**src/rtl/bar_pkg.sv**
```systemverilog
// Shared defaults, FSM state encoding and level-to-mask helper for the bar frame scheduler.
package bar_pkg;

    localparam int unsigned NUM_BARS_DEF = 16;
    localparam int unsigned BAR_W_DEF    = 18;
    localparam int unsigned MAG_W_DEF    = 12;

    // Level carries the 5-bit quantised magnitude plus headroom for the clamp value.
    localparam int unsigned LVL_W  = 6;
    localparam int unsigned MASK_W = 32;

    typedef enum logic [1:0] {
        FILL = 2'd0,
        PEND = 2'd1,
        SWAP = 2'd2
    } state_e;

    // Thermometer mask with the low 'level' bits set; bit 0 is the bottom segment.
    function automatic logic [MASK_W-1:0] level_to_mask(input logic [LVL_W-1:0] level);
        return (MASK_W'(1) << level) - MASK_W'(1);
    endfunction

endpackage

```
**src/rtl/bar_level_decay.sv**
```systemverilog
// One bar's peak-hold step: rise instantly, fall by one segment per frame swap.
// Compiled only when BAR_PEAK_HOLD_EN is defined.
`ifdef BAR_PEAK_HOLD_EN
module bar_level_decay
    import bar_pkg::*;
#(
    parameter int unsigned BAR_W = BAR_W_DEF
) (
    input  logic [BAR_W-1:0] new_mask,
    input  logic [BAR_W-1:0] cur_mask,
    output logic [BAR_W-1:0] next_mask_c
);

    // Thermometer masks order the same way as their levels, and one level below a
    // higher current level can never drop under the new level.
    assign next_mask_c = (new_mask >= cur_mask) ? new_mask : (cur_mask >> 1);

endmodule
`endif

```
**src/rtl/bar_frame_scheduler.sv**
```systemverilog
// Collects one frame of magnitudes into a shadow buffer and swaps it onto the bar
// outputs on a vsync falling edge. Optional peak-hold decay: BAR_PEAK_HOLD_EN.
module bar_frame_scheduler
    import bar_pkg::*;
#(
    parameter int unsigned NUM_BARS = NUM_BARS_DEF,
    parameter int unsigned BAR_W    = BAR_W_DEF,
    parameter int unsigned MAG_W    = MAG_W_DEF
) (
    input  logic                      clk,
    input  logic                      rst,
    input  logic                      mag_valid,
    output logic                      mag_ready,
    input  logic [MAG_W-1:0]          mag_data,
    input  logic                      mag_last,
    input  logic                      vsync,
    output logic [NUM_BARS*BAR_W-1:0] bars,
    output logic                      frame_done,
    output logic                      frame_err
);

    localparam int unsigned IDX_W     = (NUM_BARS > 1) ? $clog2(NUM_BARS) : 1;
    localparam int unsigned LVL_SHIFT = MAG_W - 5;
    localparam int unsigned LAST_IDX  = NUM_BARS - 1;

    typedef logic [NUM_BARS-1:0][BAR_W-1:0] bar_arr_t;

    state_e           state_q, state_d;
    logic [IDX_W-1:0] idx_q, idx_d;
    bar_arr_t         shadow_q, shadow_d;
    bar_arr_t         bars_q, bars_d;
    bar_arr_t         swap_val;
    logic             mag_ready_q, mag_ready_d;
    logic             frame_done_q, frame_done_d;
    logic             frame_err_q, frame_err_d;
    logic             vsync_q, vsync_d;

    logic             xfer;
    logic             vsync_fall;
    logic             at_last_idx;
    logic [LVL_W-1:0] lvl_raw;
    logic [LVL_W-1:0] level;
    logic [BAR_W-1:0] mask;

    assign xfer        = mag_valid && mag_ready_q && (state_q == FILL);
    assign vsync_fall  = vsync_q && !vsync;
    assign at_last_idx = (idx_q == IDX_W'(LAST_IDX));

    // Quantise to 32 steps, then clamp to the number of physical segments.
    assign lvl_raw = LVL_W'(mag_data >> LVL_SHIFT);
    assign level   = (lvl_raw > LVL_W'(BAR_W)) ? LVL_W'(BAR_W) : lvl_raw;
    assign mask    = BAR_W'(level_to_mask(level));

`ifdef BAR_PEAK_HOLD_EN
    for (genvar g = 0; g < NUM_BARS; g++) begin : g_decay
        bar_level_decay #(
            .BAR_W (BAR_W)
        ) u_decay (
            .new_mask    (shadow_q[g]),
            .cur_mask    (bars_q[g]),
            .next_mask_c (swap_val[g])
        );
    end
`else
    assign swap_val = shadow_q;
`endif

    always_comb begin
        state_d     = state_q;
        idx_d       = idx_q;
        shadow_d    = shadow_q;
        bars_d      = bars_q;
        frame_err_d = frame_err_q;
        vsync_d     = vsync;

        case (state_q)
            FILL: begin
                if (xfer) begin
                    // A short frame blanks every bar above the last one delivered.
                    for (int i = 0; i < int'(NUM_BARS); i++) begin
                        if (mag_last && (i > int'(idx_q))) begin
                            shadow_d[i] = '0;
                        end
                    end
                    shadow_d[idx_q] = mask;
                    if (at_last_idx && !mag_last) begin
                        frame_err_d = 1'b1;
                    end
                    if (at_last_idx || mag_last) begin
                        state_d = PEND;
                        idx_d   = '0;
                    end else begin
                        idx_d = idx_q + IDX_W'(1);
                    end
                end
            end
            PEND: begin
                if (vsync_fall) begin
                    state_d = SWAP;
                end
            end
            SWAP: begin
                bars_d  = swap_val;
                state_d = FILL;
            end
            default: begin
                state_d = FILL;
            end
        endcase

        mag_ready_d  = (state_d == FILL);
        frame_done_d = (state_d == SWAP);
    end

    always_ff @(posedge clk or posedge rst) begin
        if (rst) begin
            state_q      <= FILL;
            idx_q        <= '0;
            shadow_q     <= '0;
            bars_q       <= '0;
            mag_ready_q  <= 1'b0;
            frame_done_q <= 1'b0;
            frame_err_q  <= 1'b0;
            vsync_q      <= 1'b1;
        end else begin
            state_q      <= state_d;
            idx_q        <= idx_d;
            shadow_q     <= shadow_d;
            bars_q       <= bars_d;
            mag_ready_q  <= mag_ready_d;
            frame_done_q <= frame_done_d;
            frame_err_q  <= frame_err_d;
            vsync_q      <= vsync_d;
        end
    end

    assign mag_ready  = mag_ready_q;
    assign frame_done = frame_done_q;
    assign frame_err  = frame_err_q;
    assign bars       = bars_q;

endmodule

```
**config.mk**
```make
export PLATFORM = sky130hd
export DESIGN_NAME = bar_frame_scheduler
export DESIGN_NICKNAME = d
export VERILOG_FILES = /design/src/rtl/bar_pkg.sv /design/src/rtl/bar_level_decay.sv /design/src/rtl/bar_frame_scheduler.sv
export SDC_FILE = /design/constraint.sdc
export NUM_CORES = 1
export LEC_CHECK = 0
export CAP_MARGIN = 20
export CORE_MARGIN = 10
export CORE_UTILIZATION = 55
export CTS_CLUSTER_SIZE = 28
export DETAILED_ROUTE_END_ITERATION = 12
export PLACE_DENSITY_LB_ADDON = 0.05
export SLEW_MARGIN = 10
export SYNTH_ARGS = -nofsm -noshare
export SYNTH_HDL_FRONTEND = slang
export SYNTH_SLANG_ARGS = --single-unit
```
**constraint.sdc**
```tcl
create_clock -name clk -period 33.5 [get_ports clk]
set_input_delay 5.025 -clock clk [delete_from_list [all_inputs] [get_ports clk]]
set_output_delay 5.025 -clock clk [all_outputs]
set_load 0.05 [all_outputs]
```
Yosys cells after proc, flatten, opt, wreduce, memory -nomap -nowiden. Index checks and enable logic that the tools add are counted.

Multiplexer cells: 54. Reduce and logical (&&, ||, !) cells: 27. Equal/unequal tests: 4. Shift-type cells: 1. Magnitude comparators: 18. Add/sub/neg operators: 2.

Operators by type and width (count): 18-bit two-way mux (46); 288-bit bitwise mux (1); 18-bit demux with 4-bit select (1); 4-bit greater-than comparator (first input constant) (8); 1-bit logical AND (20); 1-bit by 5-bit << shifter with 18-bit output (first input constant) (1); 18-bit by 2-bit subtractor with 18-bit output (second input constant) (1); 3-bit by 4-bit greater-than comparator with 1-bit output (first input constant) (4); 2-bit by 4-bit greater-than comparator with 1-bit output (first input constant) (2); 2-bit two-way mux (3); 5-bit greater-than comparator (second input constant) (1); 4-bit by 5-bit < comparator with 1-bit output (second input constant) (1); 5-bit two-way mux (1); 4-bit by 1-bit adder with 4-bit output (second input constant) (1); 2-bit equality test (second input constant) (2); 4-bit equality test (second input constant) (1); 4-bit by 1-bit greater-or-equal comparator with 1-bit output (second input constant) (1); 1-bit by 4-bit greater-than comparator with 1-bit output (first input constant) (1); 2-bit logical NOT (2); 4-bit two-way mux (1); 2-bit case mux with 2 select lines (1); 3-bit AND reduction (1); 2-bit by 1-bit equality test with 1-bit output (second input constant) (1); 1-bit logical NOT (2); other kinds (2) (2).

Bits of input ports: 17. Output and inout bits: 291. Word-level logic and storage cells: 144. Bits in registers: 586.

Logic depth before layout (Yosys ltp). Gate-level depths: netlist of the first run.

Word-level depth: 6. Mapped depth: 12. Depth with buffers taken out: 8.

Worst setup path after synthesis of the first run. OpenSTA, ideal clock, no wires.

Path type: input -> register. Start point: in mag_data[10]. End point: reg shadow_q[66] (netlist name). Cell stages on the path: 11. Buffers on the path: 3. Path slack: 26.357 ns. Data arrival time: 7.067 ns. Data required time: 33.424 ns. Setup time: 0.076 ns. Cell sequence: buf_2 or2_1 clkbuf_1 nor3_2 inv_1 ha_1 or3_4 o31ai_1 a21oi_2 buf_6 o2bb2ai_2.

Longest elaborated chain between the ends: 5.

RTL lines: from (decl) (line bar_frame_scheduler.sv:14) `input logic [MAG_W-1:0] mag_data,`; 5-bit greater-than comparator (line bar_frame_scheduler.sv:51) `assign level = (lvl_raw > LVL_W'(BAR_W)) ? LVL_W'(BAR_W) : lvl_raw;`; 5-bit two-way mux (*) (line bar_frame_scheduler.sv:51); 1-bit by 5-bit << shifter with 18-bit output (*) (line bar_pkg.sv:20) `return (MASK_W'(1) << level) - MASK_W'(1);`; 18-bit by 2-bit subtractor with 18-bit output (*) (line bar_pkg.sv:20); 288-bit bitwise mux (*) (line bar_frame_scheduler.sv:85) `shadow_d[idx_q] = mask;`; to (signal assigned) (line bar_frame_scheduler.sv:128) `shadow_q <= shadow_d;`; to (decl) (line bar_frame_scheduler.sv:30) `bar_arr_t shadow_q, shadow_d;`.

Every way passes the cells marked *; elsewhere a longest branch is shown, timed or not. A chain may end at the register's enable or synchronous reset.

Worst setup path after layout of the first run.
Start point: in mag_data[10]. End point: reg shadow_q[148] (netlist name).

Same word-level chain as after synthesis.

==> results of run 1 <==
-- state kept, by name (all words and copies together), names as in the netlist --
signal,count
frame_done,1
frame_err,1
mag_ready,1
vsync_q,1
shadow_q,288
state_q,2
bars,288
idx_q,4
-- routing by layer --
| metal | up-vias | share of wire [%] | global-route usage [%] |
|---|---|---|---|
| met5 | - | 0 | 0 |
| li1 | 6297 | - | - |
| met4 | 0 | 1.9 | 5.99 |
| met3 | 73 | 6.7 | 6.05 |
| met2 | 370 | 48 | 38.0 |
| met1 | 7449 | 44 | 32.3 |
-- power breakdown --
part | switching (mW) | internal [mW]
logic | 0.576 | 0.312
clock network | 0.270 | 0.389
registers | 0.123 | 0.900
-- stage by stage --
stage | power [mW] | instance area [sq um] | std cells | hold WS, ns | worst slack (ns)
after floorplan | 1.62 | 22500 | 1605 | 0.446 | 12.08
after global routing | 2.68 | 27800 | 2443 | 0.491 | 24.81
final | 2.57 | 27800 | 2443 | 0.474 | 24.98
after global placement | 1.91 | 25800 | 2335 | 0.458 | 24.43
after detailed placement | 1.93 | 25800 | 2336 | 0.461 | 24.43
after CTS | 2.59 | 27800 | 2443 | 0.479 | 25.04
-- area by class of cell --
type	instances	area [sq um]	area share (%)
Timing Repair Buffer	317	3160	11.4
Sequential cell	586	14700	52.8
Inverter	19	78.8	0.284
Clock buffer	89	1710	6.15
Clock inverter	18	246	0.887
Tap cell	532	666	2.39
Multi-Input combinational cell	882	7270	26.1
-- kinds of logic (layout without fill, tap and decap cells) --
logic type               after synthesis  count (layout)  share of synthesized area (%)
flip-flops                           586             586                           65.1
XOR/XNOR                               1               1                         0.0389
AO/OA/AOI/OAI                        371             371                           12.4
buffers and inverters                137             443                           3.27
AND/OR/NAND/NOR                      226             226                           5.03
multiplexers                         279             279                           13.9
adder cells (fa/ha/maj)                5               5                          0.278
-- worst max-delay path: stages --
cell and delay [ns]:
clkdlybuf4s50_1 1.13, or2_1 0.46, nor3_4 0.08, inv_1 0.10, ha_1 0.65, or4_4 0.26, o21ai_2 0.05, a22oi_2 0.68
buf_4 0.38, o21ai_0 0.15
-- cell usage in the layout (no fill, tap or decap), types with 4 or more instances in the layout --
cell,instances
nor3_1,4
mux2_2,277
nor2_1,9
o2bb2ai_2,12
clkdlybuf4s50_1,300
ha_1,5
a21oi_1,12
nor3_4,4
bufinv_16,5
clkbuf_16,58
nand2_1,146
inv_1,18
buf_4,15
dfrtp_1,585
clkbuf_1,17
nand2_2,4
or3_1,4
a32o_1,6
o21ai_2,8
nor2b_1,10
clkbuf_8,14
o2bb2ai_1,145
o21ai_1,5
o21ai_0,122
o22ai_1,12
o221ai_1,4
nand3_1,9
a31oi_1,4
nand3_2,6
a21oi_4,4
nor3b_1,10
a22o_1,17
clkinv_2,10
-- worst paths after layout --
kind | from | to | slack [ns] | cells after the start
setup / recovery | mag_data[10] | shadow_q[148] | 24.98 | 10
hold / removal | frame_err | frame_err | 0.47 | 1
setup reg to reg | state_q[0] | bars[157] | 30.11 | 4
hold reg to reg | frame_err | frame_err | 0.47 | 1
max in group asynchronous | rst | bars[14] | 26.16 | 4
min in group asynchronous | rst | bars[246] | 4.99 | 2
==> impl_metrics.yaml, run 1 <==
grt:
  grt_pass1_wl_microns: 92400
  grt_pass1_vias: 14700
  grt_util_all_layers_pct: 23.9
  overflow: 0
  antenna_found_initial: 0
  grt_max_degree: 187
synth:
  yosysUniqueCellTypes: 62
  synthTopCellsByCount: "dfrtp_1, mux2_2, nand2_1, o2bb2ai_1, o21ai_0"
  postSynthAreaPerCell_sq_um: 14.0
  yosysTopAreaCellShare_pct: 64.9
  synth-seq-area-share_pct: 65.1
  yosysWarnings: 0
  syn_inst: 1605
  synth_edf_count: 0
  netlist_area_sq_um: 22500
  synth_nets: 1627
  yosysTopAreaCell: "dfrtp_1"
  synth_area_leaders: "dfrtp_1, mux2_2, o2bb2ai_1"
  synthArstFlopShare_pct: 100
  yosysMostFrequentCell: "dfrtp_1"
  ys.flop_type: "dfrtp_1"
  synth_seq_cells: 586
timing:
  fin_setup_tns_ns: 0
  relSlewSlack_pct: 24.4
  fmax_mhz: 117
  setup_viol: 0
  layout_worst_path_cycle_share_pct: 25.4
  skew_ns: 0.0147
  slew_viol_final: 0
  finalHoldViolCount: 0
  fin_crit_ns: 8.52
  worst_slew_pin_slew_ns: 1.13
  rsz0062_at_grt: "false"
final_layout:
  synthToLayoutAreaGrowth_pct: 23.3
  fillerInstances: 2911
  fin_nets: 1885
  diodes: 0
  drive_gt1_share_pct: 23.1
  final_util_pct: 68.4
clocking:
  clock-sinks: 586
  hold_buffers: 0
  cts-htree-levels: 2
  clk_pin_slew_ns: 0.06
  cts_root_buf: "clkbuf_16"
  cts_buffer_depth: 3
  cts-resized-gates: 0
  cts_buffers: 57
  cts_tree: "yes"
  cts_post_setup_buffers_inserted: 0
  clk_latency_ns: 0.61
floorplan:
  die_w_microns: 222
  rows: 74
  dieArea_sq_um: 49500
  num_io_pins: 308
  start_util_pct: 55.5
  core_area_sq_um: 40600
  dieHeight_microns: 222
placed_design:
  port-buffer-count: 300
  post-dp-hpwl_microns: 37700
  gp_congestion: 0.787
outcome:
  status: "finished clean"
critical_path:
  path_max_fanout: 18
  cp.arrival_ns: 8.98
  critical_path.endpoint_type: "flip-flop"
  worstSetupStartpointType: "input pin"
  critPathKind: "in -> reg"
  crit_required_ns: 33.96
routing:
  ant_nets: 0
  vias: 14200
  avgViaCountPerCell: 5.81
  wirelength_microns: 60000
  wl_per_cell_microns: 24.5
  drt_iter0_markers: 1101
  drc_errors: 0
  drt_pass1_iterations: 4
hold_path:
  hp-class: "reg -> reg"
pwr:
  max-vdd-ir-drop_uv: 54.2
  p_leak_nw: 12.8
  p_per_area_nw_per_um2: 92.5
run:
  maxCapViolations: 0
Note: power is estimated with default switching activity, not from simulation.
==> inputs of run 2 (changes only) <==
--- a/config.mk
+++ b/config.mk
@@ -7,7 +7,7 @@
 export LEC_CHECK = 0
 export CAP_MARGIN = 20
 export CORE_MARGIN = 10
-export CORE_UTILIZATION = 55
+export CORE_UTILIZATION = 49
 export CTS_CLUSTER_SIZE = 28
 export DETAILED_ROUTE_END_ITERATION = 12
 export PLACE_DENSITY_LB_ADDON = 0.05
==> constraint.sdc (replaced) <==
create_clock -name clk -period 7.04 [get_ports clk]
set_input_delay 1.056 -clock clk [delete_from_list [all_inputs] [get_ports clk]]
set_output_delay 1.056 -clock clk [all_outputs]
set_load 0.05 [all_outputs]
==> impl_metrics.yaml, run 2 (synthesis results as in run 1) <==
floorplan:
  die_w_microns: 234
  num_io_pins: 308
  dieArea_sq_um: 55000
  dieHeight_microns: 234
  core_area_sq_um: 45500
  start_util_pct: 49.6
  rows: 78
grt:
  grt_max_degree: 175
  grt_util_all_layers_pct: 22.4
  overflow: 0
  grt_pass1_wl_microns: 93400
  grt_pass1_vias: 14600
  antenna_found_initial: 1
clocking:
  cts_root_buf: "clkbuf_16"
  clk_latency_ns: 0.61
  cts_buffers: 57
  cts_post_setup_buffers_inserted: 0
  clk_pin_slew_ns: 0.06
  cts-resized-gates: 0
  clock-sinks: 586
  hold_buffers: 0
  cts-htree-levels: 2
  cts_buffer_depth: 3
  cts_tree: "yes"
critical_path:
  max_stage_delay_ns: 1.02
  worstSetupStartpointType: "input pin"
  crit_required_ns: 7.47
  critPathKind: "in -> reg"
  slowest_stage: "a32oi_4"
  crit_chain: "clkdlybuf4s50_1 -> nor2_4 -> nand3_1 -> ha_1 -> nand2_1 -> nand2_2 -> a32oi_4 -> o21ai_0"
  cp.arrival_ns: 5.02
  path_max_fanout: 18
  critical_path.endpoint_type: "flip-flop"
routing:
  drc_errors: 0
  drt_pass1_iterations: 5
  avgViaCountPerCell: 5.64
  drt_iter0_markers: 1036
  vias: 14100
  ant_nets: 0
  wirelength_microns: 61500
  wl_per_cell_microns: 24.6
final_layout:
  drive_gt1_share_pct: 23.0
  synthToLayoutAreaGrowth_pct: 23.0
  fin_nets: 1886
  diodes: 0
  finalInstanceArea_sq_um: 27700
  final_cell_mix: "dfrtp_1, clkdlybuf4s50_1, mux2_2"
  layout_commonest_cell: "dfrtp_1"
  fillerInstances: 3666
pwr:
  p_per_area_nw_per_um2: 433
  power_switching_mw: 4.58
  seq_power_share_pct: 40.4
  switching_share_pct: 38.1
  clockPowerShare_pct: 24.5
  max-vdd-ir-drop_uv: 295
  p_leak_nw: 12.7
  p_int_mw: 7.44
  power_mw: 12.0
  p_comb_share_pct: 35.1
timing:
  fmax_mhz: 218
  fin_setup_tns_ns: 0
  fin_crit_ns: 4.60
  layout_worst_path_cycle_share_pct: 65.3
  setup_viol: 0
  worst_slew_pin_slew_ns: 1.27
  slew_viol_final: 0
  skew_ns: 0.0193
  rsz0062_at_grt: "false"
  relSlewSlack_pct: 15.3
  finalHoldViolCount: 0
placed_design:
  port-buffer-count: 300
  gp_congestion: 0.778
  placed_area_sq_um: 25900
  post-dp-hpwl_microns: 38600
outcome:
  status: "finished clean"
run:
  maxCapViolations: 0
hold_path:
  hp-class: "reg -> reg"
## run 2: cell types whose count changed in the layout (fill, tap and decap cells not counted), sizes merged
cell | previous run | this run
clkinv | 11 | 9
clkinvlp | 1 | 2
bufinv | 5 | 0
inv | 20 | 18
buf | 17 | 18
## run 2: worst paths after layout
kind / startpoint / endpoint / slack, ns / cells after the start
hold / removal: shadow_q[211] / shadow_q[211] / 0.47 / 2
max in group asynchronous: rst / bars[63] / 4.64 / 3
hold reg to reg: shadow_q[211] / shadow_q[211] / 0.47 / 2
setup reg to reg: idx_q[3] / mag_ready / 4.22 / 4
setup / recovery: mag_data[10] / shadow_q[78] / 2.44 / 8
min in group asynchronous: rst / shadow_q[199] / 0.96 / 2
## run 2: area by class of cell
cell class / count / area [sq um] / area share [%]
Clock buffer: 89 / 1730 / 6.23
Clock inverter: 10 / 63.8 / 0.230
Inverter: 19 / 75.1 / 0.271
Multi-Input combinational cell: 882 / 7260 / 26.2
Sequential cell: 586 / 14700 / 52.9
Tap cell: 600 / 751 / 2.71
Timing Repair Buffer: 318 / 3190 / 11.5
## run 2: through the flow
stage / util (%) / hold WS (ns) / std cells / worst slack, ns
floorplan: - / 0.446 / 1605 / -2.00
finish: 61.0 / 0.474 / 2504 / 2.44
CTS: 61.0 / 0.480 / 2504 / 2.43
detailed placement: 57.0 / 0.466 / 2405 / 1.79
global placement: 57.0 / 0.457 / 2405 / 1.90
global route: 61.0 / 0.495 / 2504 / 2.28
## run 2: layer usage
layer,GRT usage (%),vias to the layer above,wire length [microns]
met2,35.2,343,28900
li1,-,6274,-
met4,5.07,0,1110
met5,0,-,0
met3,5.63,73,4100
met1,30.9,7435,27400
## run 2: critical path: cells and delay by family
family / cells / cell delay [ns]
AOI/OAI and AO/OA: 2 / 1.27
and+or+nand+nor: 4 / 1.27
adders and majority gates: 1 / 0.49
buffers and inverters: 1 / 0.91
## run 2: power by group through the flow
stage                     Combinational (mW)  Clock (mW)  Sequential (mW)
after floorplan                         1.40           0             6.29
after CTS                               4.27        3.00             4.87
after global routing                    4.47        3.14             4.97
final                                   4.22        2.94             4.86
after global placement                  4.20           0             4.88
after detailed placement                4.26           0             4.91
